$ cat src/rtl/pong_ai_paddle_driver.sv
// Computer opponent for Pong: drives the second paddle's Up/Dn button levels by
// chasing the ball row after a fixed reaction delay.
module pong_ai_paddle_driver #(
  parameter int unsigned c_PADDLE_HEIGHT = 6,
  parameter int unsigned c_GAME_HEIGHT   = 30,
  parameter int unsigned c_REACTION_CLKS = 2500000,
  parameter int unsigned c_DEADBAND      = 1
) (
  input  logic       i_Clk,
  input  logic       i_Rst_L,
  input  logic       i_Enable,
  input  logic [5:0] i_Ball_Y,
  input  logic [5:0] i_Paddle_Y,
  output logic       o_Paddle_Up,
  output logic       o_Paddle_Dn,
  output logic       o_Busy
);

  localparam int unsigned TIMER_W = 32;

  localparam logic [5:0]         c_BOTTOM_Y   = 6'(c_GAME_HEIGHT - c_PADDLE_HEIGHT - 1);
  localparam logic [6:0]         c_HALF       = 7'(c_PADDLE_HEIGHT / 2);
  localparam logic signed [7:0]  c_DB         = 8'(c_DEADBAND);
  localparam logic [TIMER_W-1:0] c_TIMER_LOAD = TIMER_W'(c_REACTION_CLKS - 1);

  typedef enum logic [1:0] {
    S_IDLE    = 2'd0,
    S_WAIT    = 2'd1,
    S_MOVE_UP = 2'd2,
    S_MOVE_DN = 2'd3
  } state_t;

  state_t             state_q, state_d;
  logic [TIMER_W-1:0] timer_q, timer_d;

  logic [6:0]        centre;
  logic signed [7:0] err;
  logic              far_up, far_dn, at_top, at_bot;

  // Signed distance from paddle centre to ball row, plus wall flags
  always_comb begin
    centre = {1'b0, i_Paddle_Y} + c_HALF;
    err    = $signed({2'b00, i_Ball_Y}) - $signed({1'b0, centre});
    far_up = err < -c_DB;
    far_dn = err > c_DB;
    at_top = (i_Paddle_Y == 6'd0);
    at_bot = (i_Paddle_Y == c_BOTTOM_Y);
  end

  // Next-state and reaction timer; disable forces idle with highest priority
  always_comb begin
    state_d = state_q;
    timer_d = '0;
    if (!i_Enable) begin
      state_d = S_IDLE;
    end else begin
      unique case (state_q)
        S_IDLE: begin
          if (far_up || far_dn) begin
            state_d = S_WAIT;
            timer_d = c_TIMER_LOAD;
          end
        end
        S_WAIT: begin
          if (timer_q != '0) begin
            timer_d = timer_q - TIMER_W'(1);
          end else if (far_up && !at_top) begin
            state_d = S_MOVE_UP;
          end else if (far_dn && !at_bot) begin
            state_d = S_MOVE_DN;
          end else begin
            state_d = S_IDLE;
          end
        end
        S_MOVE_UP: begin
          if (err >= 8'sd0 || at_top) state_d = S_IDLE;
        end
        S_MOVE_DN: begin
          if (err <= 8'sd0 || at_bot) state_d = S_IDLE;
        end
        default: state_d = S_IDLE;
      endcase
    end
  end

  // State, timer and outputs decoded from next-state so they switch on the same edge
  always_ff @(posedge i_Clk or negedge i_Rst_L) begin
    if (!i_Rst_L) begin
      state_q     <= S_IDLE;
      timer_q     <= '0;
      o_Paddle_Up <= 1'b0;
      o_Paddle_Dn <= 1'b0;
      o_Busy      <= 1'b0;
    end else begin
      state_q     <= state_d;
      timer_q     <= timer_d;
      o_Paddle_Up <= (state_d == S_MOVE_UP);
      o_Paddle_Dn <= (state_d == S_MOVE_DN);
      o_Busy      <= (state_d != S_IDLE);
    end
  end

endmodule
$ cat config.mk
export PLATFORM = sky130hd
export DESIGN_NAME = pong_ai_paddle_driver
export DESIGN_NICKNAME = d
export VERILOG_FILES = /design/src/rtl/pong_ai_paddle_driver.sv
export SDC_FILE = /design/constraint.sdc
export NUM_CORES = 1
export LEC_CHECK = 0
export CAP_MARGIN = 10
export CORE_UTILIZATION = 40
export CTS_CLUSTER_DIAMETER = 30
export DETAILED_ROUTE_END_ITERATION = 6
export PLACE_DENSITY = 0.62
export SLEW_MARGIN = 15
export SYNTH_ARGS = -nofsm -noshare
export SYNTH_HDL_FRONTEND = slang
export SYNTH_SLANG_ARGS = --single-unit
$ cat constraint.sdc
create_clock -name i_Clk -period 4.8 [get_ports i_Clk]
set_input_delay 0.72 -clock i_Clk [delete_from_list [all_inputs] [get_ports i_Clk]]
set_output_delay 0.72 -clock i_Clk [all_outputs]
set_load 0.01 [all_outputs]
==> results.toml <==
[finish]
mostFrequentLayoutCells = "37 x dfrtp_1, 31 x nor2_1, 22 x nand2_1"
layout-drive-gt1-share_pct = 9.294
fill_cells = 575
n_antenna_cell = 0
area_growth_pct = 14.32
final_common_cell = "dfrtp_1"
fin_nets = 298
instances_no_fill = 341

[die]
io_pins = 18
initial_utilization_pct = 41.62
die_h_um = 77.93
core.rowCount = 27
die_w_um = 77.93
coreArea_um2 = 5540
fp.dieArea_um2 = 6072

[logic_synthesis]
synth-edff-count = 0
ys_seq_area_share_pct = 40.15
yosysWarnings = 0
syn-num-nets = 277
synth_cell_types = 50
yosys_most_used_dff = "dfrtp_1"
syn-cell-area_um2 = 2306
ys_async_sr_fraction_pct = 100.0
syn_avg_cell_area_um2 = 9.298
syn_inst = 248
ys_ff_latch = 37

[route]
drtPass1Iterations = 4
dr_total_vias = 1785
wirelength_um = 4686
ant_nets = 0
drtIter0Drc = 92
wl_met2_um = 2112
maxUsedRoutingLayer = "met4"
drc = 0
wl_per_cell_um = 13.74
met1Wirelength_um = 2364
wl_met3_um = 134
via_per_inst = 5.235

[grt]
grt_pass1_wl_um = 8231
antenna_found_initial = 0
grt-ovfl-total = 0
grt_max_degree = 38
grt_pass1_vias = 1821
grt_usage_pct = 17.15

[setup_path]
crit_top_cell = "inv_1"
max_stage_delay_ps = 750
cp_max_fo = 4
worstSetupStartpointType = "primary input"
end_kind = "flip-flop"
cp_slowest_cell = "a2111oi_0"
crit_family = "compound AO/OA/AOI/OAI gates"
worstPathCellList = "clkdlybuf4s50_1 > inv_1 > ha_1 > inv_1 > ha_1 > inv_1 > fa_1 > nor2b_1 > o22a_1 > mux2_2 > nor2_1 > a2111oi_0 > a21oi_1 > and2_1"
critPathBufInv = 4
critPathRequiredTime_ps = 4980
crit_type = "primary input to flip-flop"
cp.arrival_ps = 3970

[sta]
max_slew_margin_pct = 40.82
period_needed_ps = 3789
timing.fmax_ghz = 0.2639
setup_violations = 0
hold_violations = 0
tightest_slew_ps = 865.3
fin_setup_tns_ps = 0
report.final.slew_viol_count = 0
holdWs_ps = 509.4
clock_skew_ps = 7.983
rsz0062_at_grt = "no"
post-route-period-util_pct = 78.93

[flow_run]
drv_cap = 0

[clocking]
clk_pin_slew_ps = 70
cts.sinks = 37
root_buffer = "clkbuf_8"
insertion_delay_ps = 290
postCtsResizedCells = 0
cts_tree = "done"
clk_path_buf_depth = 2
cts_made_buffers = 5
htreeDepth = 2
post_cts_buffers = 0
cts_hold_buf = 0

[place]
dpl.cell_count = 334
hpwlAfterDp_um = 3332
portBuffers = 17
gp_congestion = 0.8117

[min_path]
min-delay-path-class = "primary input to async pin"

[power]
p_leak_uw = 0.001167
power_density_nw_per_um2 = 410.7
p_total_uw = 1083
peakVddDrop_mv = 0.2503

[outcome]
status = "complete, no violations"
[worst reg2reg max path: cells and delay by family (launching register included)]
kind / cells / cell delay (ps)
AND/OR/NAND/NOR: 6 / 2150
flip-flops: 1 / 450
XOR/XNOR: 1 / 150
[flip-flops by register name, indices dropped and copies added, names as in the netlist]
name and cells:
state_q 2, o_Busy 1, o_Paddle_Dn 1, timer_q 32, o_Paddle_Up 1
[cell families after synthesis]
group,count (synthesis),synth area share (%)
compound gates,41,11.18
xor+xnor,26,9.875
simple gates,102,25.39
flops,37,40.15
fa+ha+maj,14,7.922
mux,2,0.9224
buf+inv,26,4.558
[synth_stat cells, types with 2 or more instances]
master	number	area, µm²
inv_1	21	78.83
nand2_1	22	82.58
or4_1	5	37.54
nor4_1	5	31.28
clkbuf_1	4	15.01
and3_1	2	12.51
dfrtp_1	37	925.9
or4_4	3	33.78
o31a_1	2	17.52
xor2_1	12	105.1
o41ai_1	2	17.52
a2111oi_0	2	17.52
nor2_1	31	116.4
xnor2_1	14	122.6
nand4_1	2	12.51
o21ai_0	7	35.03
o211ai_1	2	15.01
ha_1	13	162.7
nor3b_1	2	15.01
nor3_1	8	40.04
nand2b_1	3	18.77
nor4_2	2	25.02
a21oi_1	19	95.09
nor2_2	2	12.51
[where the power goes]
group          switching, µW  leakage [µW]  internal, µW
combinational            248      0.000627           189
sequential              59.5      0.000496           365
clock                    107     0.0000443           114
[path summary, 6_finish.rpt]
check / start / endpoint / slack, ps / cells past startpoint
worst max-delay path: i_Ball_Y[1] / o_Paddle_Up / 1010 / 14
worst min-delay path: i_Rst_L / timer_q[2] / 510 / 1
worst max register to register: timer_q[2] / timer_q[29] / 1940 / 7
worst min register to register: timer_q[9] / timer_q[9] / 560 / 2
max in group asynchronous: i_Rst_L / timer_q[10] / 3760 / 1
min in group i_Clk: timer_q[9] / timer_q[9] / 560 / 2
[per-stage QoR]
step | setup slack [ps] | utilization, % | area, µm²
final | 1011 | 47.58 | 2636
after global routing | 710.7 | 47.58 | 2636
after detailed placement | 675.5 | 46.03 | 2550
after CTS | 979.0 | 47.58 | 2636
after floorplan | 1546 | - | 2306
after global placement | 772.6 | 46.03 | 2550
[final cells by class]
type	count	area, µm²	share of cell area (%)
clock buffer	7	86.33	3.275
inverter	21	78.83	2.990
multi-input combinational	185	1275	48.36
sequential	37	925.9	35.12
tap	72	90.09	3.417
timing repair buffer	19	180.2	6.834
[per-layer routing]
metal,up-vias,GRT usage (%)
li1,904,-
met1,853,22.73
met2,22,27.96
met3,6,3.176
met4,0,6.111
met5,-,0
(Power assumes the default switching activity.)
